[config.mk]
export PLATFORM = sky130hd
export DESIGN_NAME = ashleyjr_delay_line
export DESIGN_NICKNAME = d
export VERILOG_FILES = /design/src/rtl/ashleyjr_delay_line.sv
export SDC_FILE = /design/constraint.sdc
export NUM_CORES = 1
export LEC_CHECK = 0
export BUFFER_PORTS_ARGS = -buffer_cell sky130_fd_sc_hd__buf_2
export CAP_MARGIN = 20
export CORE_MARGIN = 8
export CORE_UTILIZATION = 63
export DETAILED_ROUTE_END_ITERATION = 12
export GPL_ROUTABILITY_DRIVEN = 0
export PLACE_DENSITY = 0.79
export SKIP_CTS_REPAIR_TIMING = 1
export SYNTH_ARGS = -nofsm -noshare
export SYNTH_HDL_FRONTEND = slang
export SYNTH_SLANG_ARGS = --single-unit
export TNS_END_PERCENT = 30
[constraint.sdc]
create_clock -name clk -period 3.9 [get_ports clk]
set_input_delay 0.39 -clock clk [delete_from_list [all_inputs] [get_ports clk]]
set_output_delay 0.39 -clock clk [all_outputs]
set_load 0.03 [all_outputs]
[src/rtl/ashleyjr_delay_line.sv]
// rtl/ashleyjr_delay_line.sv - 64 x 8 circular-buffer delay line, 1..64 cycle programmable latency
// Optional macro DELAY_LINE_STATUS_EN drives a "buffer primed" flag on uio_out[7].
module ashleyjr_delay_line (
  input  logic       clk,
  input  logic       rst_n,
  input  logic       ena,
  input  logic [7:0] ui_in,
  output logic [7:0] uo_out,
  input  logic [7:0] uio_in,
  output logic [7:0] uio_out,
  output logic [7:0] uio_oe
);

  localparam int DEPTH = 64;

  logic [7:0] mem [DEPTH];
  logic [5:0] wp;
  logic [5:0] dly;
  logic [5:0] rd_idx;
  logic       load;
  logic [5:0] load_val;

  assign load     = uio_in[6];
  assign load_val = uio_in[5:0];

  // Six-bit subtraction wraps naturally, giving (wp - D) mod 64.
  assign rd_idx = wp - dly;

  always_ff @(posedge clk or negedge rst_n) begin
    if (!rst_n) begin
      for (int i = 0; i < DEPTH; i++) begin
        mem[i] <= 8'h00;
      end
      wp     <= 6'd0;
      dly    <= 6'd0;
      uo_out <= 8'h00;
    end else if (ena) begin
      mem[wp] <= ui_in;
      wp      <= wp + 6'd1;
      // D == 0 bypasses the buffer: the slot at wp is being written this edge.
      uo_out  <= (dly == 6'd0) ? ui_in : mem[rd_idx];
      if (load) begin
        dly <= load_val;
      end
    end
  end

`ifdef DELAY_LINE_STATUS_EN
  logic [6:0] fc;

  always_ff @(posedge clk or negedge rst_n) begin
    if (!rst_n) begin
      fc <= 7'd0;
    end else if (ena && (fc != 7'd64)) begin
      fc <= fc + 7'd1;
    end
  end

  assign uio_oe  = 8'h80;
  assign uio_out = {(fc == 7'd64), 7'b0};
`else
  assign uio_oe  = 8'h00;
  assign uio_out = 8'h00;
`endif

  // uio_in[7] is a pin with no function in either build.
  logic unused_status_pin;
  assign unused_status_pin = uio_in[7];

endmodule

==> metrics.txt <==
slowest CP cell fa_4; Cell variety after synth 47; first-iteration detailed-routing DRC count roughly 1100; Die Wd 214.3 microns; final worst path period share 92.00%; Fillers 2565; I/O Buffers 25; DR top layer met4; routed wl met3 3270 microns; final setup vio count 0; CTS tree done; pin count of the biggest net entering global routing ~120; Total GRT Usage 25.28%; Worst Setup SP wp[0]; cell chain of the critical path inv_1, ha_4, fa_4, buf_12, mux4_2, and2_1, a211oi_1, a311oi_1, a211oi_1, a2111oi_2; yosys warns 0; Routed WL per cell 25.71 microns; Post-layout nets 1708; max_slew headroom 29.54%; fin crit period approximately 3.6 ns; post-synthesis instance total about 1700; critical path's top delay family adder cells; Clock Sinks 532; Final Non-Filler Cells 2236; largest stage delay on the critical path about 0.93 ns; Max Cap Violations 0; CP Launch Type flip-flop; Die Footprint 45900 sq um; clk slew on worst S/H paths 0.06 ns; Setup TNS Final 0 ns; Clock Skews around 0.019 ns; Core Footprint 38740 sq um; minimum hold slack 0.02178 ns; most used cell along the critical path a211oi_1; Worst Path Required around 4.4 ns; Clk Latency, worst-skew pair 0.60 ns; flops & latches, synth roughly 530; Internal 14.18 mW; First-pass DRT Iterations 5; share of the yosys chip area belonging to registers 53.76%; DRC viols 0; sw frac 35.97%; Buf/Inv on CP 2; syn_area_per_cell 14.87 sq um; clock buffer depth 3; Top FF cell, synth dfrtp_1; Synth top area share 53.76%; Power Total 22.14 mW; final count of hold timing violations 0; RR Startpoint wp[0]; vias in the first global route 15540; Die Height 214.3 microns; Synth Cell Area 24760 sq um; outcome finished clean; power share of the clock group between 20% and 30%; Hold/Removal Path Class in2reg; Ports 43; critical path peak fanout 22; met1 wire length roughly 24000 microns; Initial Utilization 63.92%; Root Buffer clkbuf_16; row count 72; worst hold start uio_in[5]; CP arrival 4.05 ns; Power Density approximately 800 nW/um^2; met2 WL 28030 microns; Async SR Flop Fraction 100.0%; total CTS buffers 52; remaining antenna violation count 0; CP Class reg2reg; initial antenna violation count 1; FMAX 278.7 MHz; DP HPWL roughly 37000 microns; Sequential Power Share a little over a third; leakage dissipation 12.64 nW; placed cells 2144; DR vias 14510; Slew @ Worst Pin 1.053 ns; Gate power share 42.2%; H-Tree Depth 2; post-synth top area cell dfrtp_1; switching pwr 7.963 mW; drt via density 6.487; CP endpoint kind flip-flop; Post-synth EDFFs 0; peak supply drop 574.9 uV; Area contributors post-synth dfrtp_1 (54%), mux2_2 (24%), mux4_2 (12%); global-route wire length before repair 90960 microns; Area Growth Syn to Fin 10.08%; max-slew violation count 0; final wirelength 57480 microns; unrepaired setup endpoints after global routing no; final core occ a little over two thirds; layout cell share with drive strength beyond 1 48.28%; gr ovfl total 0
## power groups by stage
stage | clock network, mW | registers, mW | logic [mW]
2_1_floorplan | 0 | 7.71 | 6.47
3_3_place_gp | 0 | 7.86 | 9.13
3_5_place_dp | 0 | 7.98 | 9.30
4_1_cts | 4.95 | 7.90 | 9.34
5_1_grt | 5.18 | 8.09 | 9.85
6_report | 4.87 | 7.92 | 9.34
## state kept, by name, summed over array words and instances, names as in the netlist
name,flops
wp,6
dly,6
mem,512
uo_out,8
## cell usage in the layout, fill, tap and decap left out, types with 5 or more instances in the layout
cell type  count
and2_1        28
clkbuf_1      12
inv_1          6
a31oi_1       21
a311oi_1       7
dfrtp_1      532
clkbuf_8      14
nand3_1        9
conb_1        16
clkbuf_16     53
mux2i_1       13
o22ai_1        7
buf_2         24
nor2_2         5
buf_4         41
mux2_2       519
nand2_1       94
buf_12        14
a211oi_1      35
nor3_1         5
a2111oi_2      7
nor2_1        60
clkinv_2       6
mux4_2       128
nand2b_1       5
ha_1           5
## cell usage after synthesis, types with 6 or more instances
library cell and number:
a2111oi_2 7, a211oi_1 35, a311oi_1 7, a31oi_1 21
and2_1 28, buf_2 22, buf_4 25, buf_6 6
clkbuf_1 78, dfrtp_1 532, ha_1 6, inv_1 6
mux2_2 519, mux2i_1 13, mux4_2 128, nand2_1 94
nand3_1 9, nor2_1 60, o22ai_1 7
## layout make-up
class	instances	area, sq um	area share [%]
sequential	532	13310	48.84
multi-input combinational	1007	10870	39.89
clock buffer	79	1564	5.738
timing repair buffer	82	744.5	2.731
tap	518	648.1	2.378
clock inverter	10	85.08	0.3121
inverter	7	26.28	0.09640
antenna	1	2.502	0.009181
## kinds of logic after synthesis
kind of cell,after synthesis,synth area share (%)
buffers and inverters,141,2.809
multiplexers,660,35.77
adder cells (fa/ha/maj),7,0.3840
flip-flops,532,53.76
AO/OA/AOI/OAI,89,2.759
XOR/XNOR,9,0.3183
AND/OR/NAND/NOR,226,4.179
other,1,0.01514
## per-layer routing
| metal | vias to the layer above | GRT usage, % |
|---|---|---|
| met3 | 132 | 3.992 |
| met2 | 416 | 40.35 |
| met1 | 7810 | 34.95 |
| li1 | 6148 | - |
| met5 | - | 0 |
| met4 | 0 | 9.689 |
## per-stage QoR
stage	worst slack, ns	instance area [sq um]
final	0.3120	27260
after CTS	0.3634	27230
after floorplan	0.7958	24820
after global placement	0.4289	25580
after global routing	0.1692	27250
after detailed placement	0.3998	25580
## path summary, 6_finish.rpt
check | endpoint | slack [ns] | cells past startpoint
max | uo_out[7] | 0.31 | 10
min | dly[5] | 0.02 | 2
max reg2reg | uo_out[7] | 0.31 | 10
min reg2reg | mem[247] | 0.50 | 1
max in group asynchronous | mem[112] | 2.35 | 3
min in group asynchronous | mem[363] | 0.49 | 2
No activity file was read; power rests on OpenSTA's default activity.
